[src/rtl/key_pkg.sv]
// Shared types and constants for the key poll controller: FSM states,
// event-word layout and event FIFO geometry.
package key_pkg;

    typedef enum logic [1:0] {IDLE, REQ, CAP, UPD} key_state_e;

    localparam int KEY_W        = 8;
    localparam int EVT_W        = 16;
    localparam int EVT_MASK_OFF = 8;
    localparam int EVT_KEY_OFF  = 0;

    localparam int FIFO_DEPTH   = 4;
    localparam int FIFO_PTR_W   = 2;
    localparam int FIFO_CNT_W   = 3;

    // Event word: changed-bit mask above the new stable key state.
    function automatic logic [EVT_W-1:0] mk_evt(input logic [KEY_W-1:0] old_k,
                                                 input logic [KEY_W-1:0] new_k);
        logic [EVT_W-1:0] ev;
        ev = '0;
        ev[EVT_MASK_OFF +: KEY_W] = old_k ^ new_k;
        ev[EVT_KEY_OFF  +: KEY_W] = new_k;
        return ev;
    endfunction

endpackage

[src/rtl/key_evt_fifo.sv]
// 4-deep key event FIFO; head is presented combinationally, and a push is
// accepted when full only if a pop happens in the same cycle.
module key_evt_fifo
    import key_pkg::*;
(
    input  logic             clk,
    input  logic             reset_n,
    input  logic             push_i,
    input  logic [EVT_W-1:0] push_data_i,
    input  logic             pop_i,
    output logic             full_o,
    output logic             empty_o,
    output logic [EVT_W-1:0] head_o
);

    logic [EVT_W-1:0]      mem_q [FIFO_DEPTH];
    logic [FIFO_PTR_W-1:0] rd_q, wr_q;
    logic [FIFO_CNT_W-1:0] cnt_q;
    logic                  pop_ok, push_ok;

    assign empty_o = (cnt_q == '0);
    assign full_o  = (cnt_q == FIFO_CNT_W'(FIFO_DEPTH));
    assign pop_ok  = pop_i && !empty_o;
    assign push_ok = push_i && (!full_o || pop_ok);
    assign head_o  = empty_o ? '0 : mem_q[rd_q];

    always_ff @(posedge clk or negedge reset_n) begin
        if (!reset_n) begin
            for (int i = 0; i < FIFO_DEPTH; i++) mem_q[i] <= '0;
            rd_q  <= '0;
            wr_q  <= '0;
            cnt_q <= '0;
        end else begin
            if (push_ok) begin
                mem_q[wr_q] <= push_data_i;
                wr_q        <= wr_q + 1'b1;
            end
            if (pop_ok) rd_q <= rd_q + 1'b1;
            cnt_q <= cnt_q + FIFO_CNT_W'(push_ok) - FIFO_CNT_W'(pop_ok);
        end
    end

endmodule

[src/rtl/key_poll_ctrl.sv]
// Periodically reads the key PIO, debounces the 8 keys and queues one
// change event per accepted key state into a small FIFO.
module key_poll_ctrl
    import key_pkg::*;
#(
    parameter int               POLL_DIV  = 50000,
    parameter int               DEB_COUNT = 4,
    parameter logic [KEY_W-1:0] KEY_INIT  = 8'h00
) (
    input  logic             clk,
    input  logic             reset_n,
    output logic [1:0]       pio_address,
    input  logic [KEY_W-1:0] pio_readdata,
    output logic             evt_valid,
    input  logic             evt_ready,
    output logic [EVT_W-1:0] evt_data,
    output logic [KEY_W-1:0] keys_stable,
    output logic             irq,
    output logic             overflow,
    input  logic             ovf_clr
);

    localparam int               TMR_W    = $clog2(POLL_DIV);
    localparam logic [TMR_W-1:0] TMR_LAST = TMR_W'(POLL_DIV - 3);
    localparam logic [3:0]       DEB      = 4'(DEB_COUNT);

    key_state_e       state_q, state_d;
    logic [TMR_W-1:0] timer_q, timer_d;
    logic [KEY_W-1:0] sample_q, sample_d;
    logic [KEY_W-1:0] last_q, last_d;
    logic [3:0]       cnt_q, cnt_d, cnt_nxt;
    logic [KEY_W-1:0] keys_q, keys_d;
    logic             ovf_q, ovf_d;
    logic             push, pop, drop, full, empty;
    logic [EVT_W-1:0] push_data;

    always_ff @(posedge clk or negedge reset_n) begin
        if (!reset_n) begin
            state_q  <= IDLE;
            timer_q  <= '0;
            sample_q <= '0;
            last_q   <= KEY_INIT;
            cnt_q    <= '0;
            keys_q   <= KEY_INIT;
            ovf_q    <= 1'b0;
        end else begin
            state_q  <= state_d;
            timer_q  <= timer_d;
            sample_q <= sample_d;
            last_q   <= last_d;
            cnt_q    <= cnt_d;
            keys_q   <= keys_d;
            ovf_q    <= ovf_d;
        end
    end

    always_comb begin
        state_d   = state_q;
        timer_d   = timer_q;
        sample_d  = sample_q;
        last_d    = last_q;
        cnt_d     = cnt_q;
        cnt_nxt   = cnt_q;
        keys_d    = keys_q;
        push      = 1'b0;
        push_data = mk_evt(keys_q, sample_q);
        case (state_q)
            IDLE: begin
                timer_d = timer_q + 1'b1;
                if (timer_q == TMR_LAST) begin
                    timer_d = '0;
                    state_d = REQ;
                end
            end
            REQ: state_d = CAP;
            CAP: begin
                sample_d = pio_readdata;
                state_d  = UPD;
            end
            UPD: begin
                // UPD is the first counted cycle of the next poll interval,
                // so IDLE after a poll is one cycle shorter than after reset.
                timer_d = timer_q + 1'b1;
                state_d = IDLE;
                if (sample_q == last_q) begin
                    cnt_nxt = (cnt_q >= DEB) ? DEB : cnt_q + 4'd1;
                end else begin
                    last_d  = sample_q;
                    cnt_nxt = 4'd1;
                end
                cnt_d = cnt_nxt;
                if (cnt_nxt == DEB && sample_q != keys_q) begin
                    push   = 1'b1;
                    keys_d = sample_q;
                end
            end
            default: state_d = IDLE;
        endcase
    end

    assign pop  = evt_valid && evt_ready;
    assign drop = push && full && !pop;
    // A drop in the same cycle as a clear must leave the flag set.
    assign ovf_d = drop ? 1'b1 : (ovf_clr ? 1'b0 : ovf_q);

    key_evt_fifo u_fifo (
        .clk         (clk),
        .reset_n     (reset_n),
        .push_i      (push),
        .push_data_i (push_data),
        .pop_i       (pop),
        .full_o      (full),
        .empty_o     (empty),
        .head_o      (evt_data)
    );

    assign evt_valid   = !empty;
    assign irq         = evt_valid;
    assign overflow    = ovf_q;
    assign keys_stable = keys_q;
    assign pio_address = 2'd0;

endmodule

[config.mk]
export PLATFORM = sky130hd
export DESIGN_NAME = key_poll_ctrl
export DESIGN_NICKNAME = d
export VERILOG_FILES = /design/src/rtl/key_pkg.sv /design/src/rtl/key_evt_fifo.sv /design/src/rtl/key_poll_ctrl.sv
export SDC_FILE = /design/constraint.sdc
export NUM_CORES = 1
export LEC_CHECK = 0
export ABC_AREA = 1
export CAP_MARGIN = 20
export CORE_ASPECT_RATIO = 1.2
export CORE_UTILIZATION = 45
export CTS_BUF_LIST = sky130_fd_sc_hd__clkbuf_4 sky130_fd_sc_hd__clkbuf_8
export DETAILED_ROUTE_END_ITERATION = 10
export DONT_BUFFER_PORTS = 1
export GPL_TIMING_DRIVEN = 0
export SETUP_SLACK_MARGIN = 0.2
export SLEW_MARGIN = 30
export SYNTH_ARGS = -nofsm -noshare
export SYNTH_HDL_FRONTEND = slang
export SYNTH_HIERARCHICAL = 1
export SYNTH_SLANG_ARGS = --single-unit
[constraint.sdc]
create_clock -name clk -period 2.7 [get_ports clk]
set_input_delay 0.54 -clock clk [delete_from_list [all_inputs] [get_ports clk]]
set_output_delay 0.54 -clock clk [all_outputs]
set_load 0.05 [all_outputs]
==> results.toml, run 1 <==
[floorplan]
design.die.area_um2 = 14270
die_w_um = 109.2
floorplan.rows = 46
dieHeight_um = 130.7
fp.coreArea_um2 = 13350
io-pin-count = 41
start_util_pct = 46.50

[clocking]
cts_htree_levels = 4
clkLatencyLatePin_ns = 0.45
tritoncts.num_buffers = 17
cts_root_buf = "clkbuf_8"
cts_tree = "yes"
register_clock_pin_slew_on_the_reported_worst_setup_and_hold_paths_ns = 0.07
clock_tree.buffer_depth = 2
cts.sink_count = 118

[timing]
drv_slew = 0
skew_ns = 0.01288
max-slew-margin-rel_pct = 62.14
final_hold_viol_count = 118
finalWorstPathRequiredPeriod_ns = 2.548
timing.fmax_mhz = 392.5
timing.hold.ws_ns = -0.2035
timing.final.crit_share_pct = 94.36
tightestPinTransition_ns = 0.5679
grt_setup_unrepaired = "yes"
setup-violations-final = 0

[logic_synthesis]
netlist_area_um2 = 6210
syn_area_per_cell_um2 = 7.890
yosys_warnings = 6
dominantRegCellSynth = "dfrtp_1"
synthArstFlopShare_pct = 100.0
synthCells = 787
synth.lib_cells_used.distinct = 37
post_synth_edffs = 0
synth_seq_area_share_pct = 47.55
synth_seq_cells = 118

[worst_setup_path]
worst-setup-path-type = "reg2reg"
setup.worst_path.start_class = "flip-flop"
buffers_plus_inverters_on_the_worst_setup_path = 5
max_stage_delay_ns = 0.54
critPathMaxFanout = 3
timing.critical_path.slowest_stage_cell = "dfrtp_2"
critPathTopFamily = "adder cells"
worst_ep_required_time_ns = 3.04
worstSetupEndpointType = "flip-flop"
cp.arrival_ns = 2.88
path_cells = "xnor2_2 > nand2_1 > nor2_1 > nand2_1 > nand2_4 > nor2_8 > buf_6 > buf_8 > nand2_4 > ha_4 > inv_2 > ha_4 > inv_2 > fa_2 > inv_1"

[placement]
gp_congestion = 0.8237
dp_cells = 956
dp_hpwl_mm = 10.87
detailed_place.area_um2 = 6511
number_of_buffers_added_on_ports = 0

[cells_and_area]
synthToLayoutAreaGrowth_pct = 19.18
fillCellCount = 1241
diodes = 0
non_filler_instance_count_after_layout = 1014
drive_above_1_share_pct = 18.91
fin_area_um2 = 7401
total_area_of_sequential_cells_um2 = 2975
multi_input_area_um2 = 3039
layout.nets = 859

[grt]
grt_pass1_wl_mm = 26.06
grt_start_max_net_pins = 119
grt.overflow.total = 0
global_route.usage.total_pct = 24.18
grt_pass1_vias = 5308
antenna_found_initial = 0

[detailed_routing]
drt-pass1-iter-count = 5
ant_nets = 0
wire_per_inst_um = 15.60
dr_total_vias = 5303
wl_mm = 15.82
viasPerCell = 5.230
post-route-drc-count = 0
drt_iter0_drc = 296

[pwr]
power_per_cell_area_nw_per_um2 = 457.1
ir_drop_v = 0.0002557
totalPowerFinal_mw = 3.383
p_leak_nw = 3.714

[flow_run]
max_cap_viol_count = 0

[status]
status = "finished, violations left"
violations = "hold timing"

[worst_hold_path]
hold_path.class = "in2async"
==> power by group <==
part           switching [mW]  leakage (nW)  internal [mW]  total, mW
combinational         0.00676          1.93        0.00226    0.00902
clock                   0.686         0.212          0.920       1.61
sequential                  0          1.57           1.77       1.77
==> state kept, by name, summed over array words and instances, names as in the netlist <==
name          cells
overflow          1
sample_q          8
u_fifo/cnt_q      3
u_fifo/mem_q     64
timer_q          16
keys_stable       8
state_q           2
last_q            8
u_fifo/wr_q       2
cnt_q             4
u_fifo/rd_q       2
==> placed cells by master (no fill, tap or decap), drive strengths merged, types with 6 or more instances in the layout <==
cell type	instances
a21oi	18
buf	55
clkbuf	43
dfrtp	118
ha	13
inv	74
nand2	289
nand3	18
nand4	70
nor2	59
nor3	6
o21ai	38
o21bai	8
xnor2	13
xor2	9
==> layer usage <==
metal	share of wire (%)	up-vias	track usage, %
met1	43	2526	29.29
met2	50	132	41.07
met4	2.3	0	11.37
met5	0	-	0
met3	4.8	30	5.109
li1	-	2615	-
==> worst reg2reg max path, stage by stage (launching register included) <==
cell and delay (ns):
dfrtp_2 0.54, xnor2_2 0.24, nand2_1 0.09, nor2_1 0.09, nand2_1 0.09, nand2_4 0.10
nor2_8 0.05, buf_6 0.12, buf_8 0.11, nand2_4 0.07, ha_4 0.19, inv_2 0.06
ha_4 0.11, inv_2 0.03, fa_2 0.51, inv_1 0.04
==> through the flow <==
stage | worst slack [ns] | utilization, % | setup TNS, ns | hold WS, ns
finish | 0.1523 | 55.43 | 0 | -0.2035
CTS | 0.1661 | 54.87 | 0 | -0.2321
global placement | -0.2494 | 48.59 | -0.4502 | 0.2525
floorplan | 0.1180 | - | 0 | 0.2444
detailed placement | -0.3395 | 48.76 | -0.6435 | 0.2522
global route | 0.05344 | 55.43 | 0 | -0.2329
==> Yosys cell counts, types with 4 or more instances <==
library cell / count / share of area (%)
nand4_1: 69 / 7.0
o21ai_0: 19 / 1.5
buf_1: 6 / 0.36
clkbuf_1: 11 / 0.66
buf_4: 7 / 0.85
dfrtp_1: 118 / 48
xnor2_1: 13 / 1.8
o21ai_1: 19 / 1.5
ha_1: 13 / 2.6
xor2_1: 9 / 1.3
nand2_2: 4 / 0.40
inv_1: 67 / 4.0
o21bai_1: 8 / 0.97
nand3_1: 13 / 1.0
nand3_2: 5 / 0.81
nor3_1: 5 / 0.40
nand2_1: 285 / 17
buf_2: 14 / 1.1
buf_6: 5 / 0.91
inv_2: 7 / 0.42
nor2_1: 55 / 3.3
a21oi_1: 18 / 1.5
==> cell families (layout without fill, tap and decap cells) <==
| kind of cell | count (synthesis) | count (layout) | share of synthesized area [%] |
|---|---|---|---|
| and+or+nand+nor | 444 | 444 | 31.67 |
| muxes | 1 | 1 | 0.1612 |
| AOI/OAI and AO/OA | 69 | 69 | 6.065 |
| DFF | 118 | 118 | 47.55 |
| xor gates and xnor gates | 22 | 22 | 3.103 |
| adders and majority gates | 14 | 14 | 2.942 |
| other | 1 | 2 | 0.06039 |
| buffers and inverters | 118 | 176 | 8.442 |
==> cell type report <==
type / count / share of cell area (%)
Timing Repair Buffer: 26 / 2.637
Buffer: 43 / 4.041
Inverter: 75 / 3.872
Sequential cell: 118 / 40.20
Multi-Input combinational cell: 552 / 41.07
Clock inverter: 3 / 0.5410
Clock buffer: 29 / 4.801
Tap cell: 168 / 2.840
==> repair_timing <==
action / in CTS / in global routing
setup endpoints to repair: 21 / 18
hold endpoints to repair: 118 / 118
resized for setup: 56 / 13
buffers inserted: 19 / 7
pin swaps: 11 / 7
==> path summary, 6_finish.rpt <==
check / from / end / slack [ns] / cells past startpoint
max: keys_stable[4]$_DFFE_PN0P_ / u_fifo/cnt_q[1]$_DFF_PN0_ / 0.15 / 15
min: reset_n / u_fifo/rd_q[0]$_DFFE_PN0P_ / -0.20 / 0
max reg2reg: keys_stable[4]$_DFFE_PN0P_ / u_fifo/cnt_q[1]$_DFF_PN0_ / 0.15 / 15
min reg2reg: u_fifo/mem_q[23]$_DFFE_PN0P_ / u_fifo/mem_q[23]$_DFFE_PN0P_ / 0.47 / 2
max in group asynchronous: reset_n / sample_q[7]$_DFFE_PN0P_ / 2.71 / 0
min in group clk: pio_readdata[5] / sample_q[5]$_DFFE_PN0P_ / 0.22 / 2
Note: power is estimated with default switching activity, not from simulation.
==> inputs of run 2 (changes only) <==
--- a/config.mk
+++ b/config.mk
@@ -8,11 +8,12 @@
 export ABC_AREA = 1
 export CAP_MARGIN = 20
 export CORE_ASPECT_RATIO = 1.2
-export CORE_UTILIZATION = 45
+export CORE_UTILIZATION = 60
 export CTS_BUF_LIST = sky130_fd_sc_hd__clkbuf_4 sky130_fd_sc_hd__clkbuf_8
 export DETAILED_ROUTE_END_ITERATION = 10
 export DONT_BUFFER_PORTS = 1
 export GPL_TIMING_DRIVEN = 0
+export PLACE_DENSITY = 0.79
 export SETUP_SLACK_MARGIN = 0.2
 export SLEW_MARGIN = 30
 export SYNTH_ARGS = -nofsm -noshare
==> run 2 against run 1 <==
Net effect: the run still ends with hold timing left; hold slack gained 0.0013 ns; total power rose by 3.1%; critical path depth unchanged; cell count decreased by 4.2%; critical path type unchanged; final area is 0.22% lower; register-to-register slack barely moved; first-iteration DRC count is 42% higher; fmax decreased by 0.25%; clock power increased by 6%; global-route usage rose by 6.7 points; via count up 5.1%.
==> results.toml, run 2 (synthesis gave the netlist of run 1 again) <==
[pwr]
power_per_cell_area_nw_per_um2 = 472.5
power_frac_seq_pct = 50.6
totalPowerFinal_mw = 3.489
clockPowerShare_pct = 49.1
combinationalPowerShare_pct = 0.3
net-switching-power_mw = 0.7386
p_leak_nw = 3.683
swShare_pct = 21.17
ir_drop_v = 0.0003739
cell_internal_pwr_mw = 2.751

[worst_setup_path]
worst-setup-path-type = "reg2reg"
setup.worst_path.start_class = "flip-flop"
critPathMaxFanout = 6
worstSetupEndpointType = "flip-flop"
cp.arrival_ns = 2.88
worst_ep_required_time_ns = 3.03

[cells_and_area]
layout.nets = 858
mostFrequentLayoutCell = "nand2_1"
diodes = 0
largest_register_ffs = 64
non_filler_instance_count_after_layout = 971
post-route-util_pct = 73.41
most-common-layout-cells = "nand2_1, dfrtp_1, nand4_1"
drive_above_1_share_pct = 19.17
top_register = "u_fifo/mem_q"
largest_registers = "u_fifo/mem_q x64, timer_q x16"
synthToLayoutAreaGrowth_pct = 18.92

[timing]
drv_slew = 0
grt_setup_unrepaired = "yes"
max-slew-margin-rel_pct = 66.06
timing.fmax_mhz = 391.5
timing.hold.ws_ns = -0.2022
finalWorstPathRequiredPeriod_ns = 2.554
skew_ns = 0.007349
final_hold_viol_count = 118
tightestPinTransition_ns = 0.5091
timing.final.crit_share_pct = 94.59
setup-violations-final = 0

[clocking]
cts.sink_count = 118
clkLatencyLatePin_ns = 0.43
clock_tree.buffer_depth = 2
cts_root_buf = "clkbuf_8"
cts_tree = "yes"
register_clock_pin_slew_on_the_reported_worst_setup_and_hold_paths_ns = 0.07
tritoncts.num_buffers = 17
cts_htree_levels = 4

[grt]
global_route.usage.total_pct = 30.86
grt_pass1_vias = 5406
grt_pass1_wl_mm = 25.27
grt.overflow.total = 0
grt_start_max_net_pins = 119
antenna_found_initial = 0

[flow_run]
max_cap_viol_count = 0

[worst_hold_path]
hold_path.class = "in2async"

[detailed_routing]
ant_nets = 0
wl_mm = 15.87
post-route-drc-count = 0
wire_per_inst_um = 16.35
dr_total_vias = 5572
drt-pass1-iter-count = 6
drt_iter0_drc = 419
viasPerCell = 5.738

[floorplan]
design.die.area_um2 = 10760
fp.coreArea_um2 = 10060
dieHeight_um = 113.4
io-pin-count = 41
floorplan.rows = 40
die_w_um = 94.87
start_util_pct = 61.73

[status]
status = "finished, violations left"
violations = "hold timing"

[placement]
dp_hpwl_mm = 10.53
dp_cells = 914
gp_congestion = 0.9004
number_of_buffers_added_on_ports = 0
[run 2: cell types whose count changed in the layout (fill, tap and decap cells not counted), sizes merged]
cell	delta
inv	-1
bufinv	+2
buf	-1
clkinvlp	+6
clkbuf	-9
clkinv	+2
[run 2: final cells by class]
class / count / area (um^2)
Buffer: 43 / 307.8
Clock buffer: 20 / 275.3
Clock inverter: 12 / 151.4
Fill cell: 717 / 2675
Inverter: 75 / 287.8
Multi-Input combinational cell: 552 / 3039
Sequential cell: 118 / 2974
Tap cell: 126 / 157.7
Timing Repair Buffer: 25 / 191.4
[run 2: worst paths after layout]
check | start | end | slack (ns) | cells after the start
max | keys_stable[3]$_DFFE_PN0P_ | u_fifo/cnt_q[1]$_DFF_PN0_ | 0.15 | 15
min | reset_n | u_fifo/mem_q[20]$_DFFE_PN0P_ | -0.20 | 0
max reg2reg | keys_stable[3]$_DFFE_PN0P_ | u_fifo/cnt_q[1]$_DFF_PN0_ | 0.15 | 15
min reg2reg | u_fifo/mem_q[53]$_DFFE_PN0P_ | u_fifo/mem_q[53]$_DFFE_PN0P_ | 0.48 | 2
max in group asynchronous | reset_n | keys_stable[5]$_DFFE_PN0P_ | 2.70 | 0
min in group clk | pio_readdata[4] | sample_q[4]$_DFFE_PN0P_ | 0.23 | 2
[run 2: per-stage QoR]
| step | area [um^2] | setup WS (ns) | TNS, ns | hold WS (ns) |
|---|---|---|---|---|
| 2_1_floorplan | 6279 | 0.1180 | 0 | 0.2444 |
| 3_3_place_gp | 6436 | -0.1967 | -0.3448 | 0.2506 |
| 3_5_place_dp | 6466 | -0.3055 | -0.5562 | 0.2498 |
| 4_1_cts | 7258 | 0.1346 | 0 | -0.2224 |
| 5_1_grt | 7385 | 0.02812 | 0 | -0.2287 |
| 6_report | 7385 | 0.1460 | 0 | -0.2022 |
[run 2: what timing repair did]
item,4_1_cts,5_1_grt
resized for setup,49,21
setup endpoints to repair,21,18
pin swaps,6,10
setup buffers,16,9
endpoints found under the hold margin,118,118
[run 2: layer usage]
layer / share of wire, % / track usage (%) / vias up
li1: - / - / 2615
met1: 39 / 36.84 / 2702
met2: 52 / 52.71 / 212
met3: 6.3 / 7.600 / 43
met4: 3.0 / 12.93 / 0
met5: 0 / 0 / -
[run 2: power by group through the flow]
stage               registers (mW)  clock network [mW]  logic [mW]
global placement              1.80                   0     0.00890
finish                        1.77                1.71     0.00901
detailed placement            1.80                   0     0.00896
global route                  1.77                1.81     0.00969
CTS                           1.77                1.73     0.00896
floorplan                     1.80                   0     0.00885
[run 2: worst max-delay path: stages (launching register included)]
cell and delay [ns]:
dfrtp_2 0.54, xnor2_2 0.21, nand2_1 0.09, nor2_1 0.13, nand2_1 0.10, nand2_4 0.10, nor2_8 0.04, buf_6 0.11
buf_8 0.12, nand2_4 0.07, ha_4 0.20, inv_2 0.06, ha_4 0.11, inv_2 0.03, fa_2 0.51, inv_1 0.04
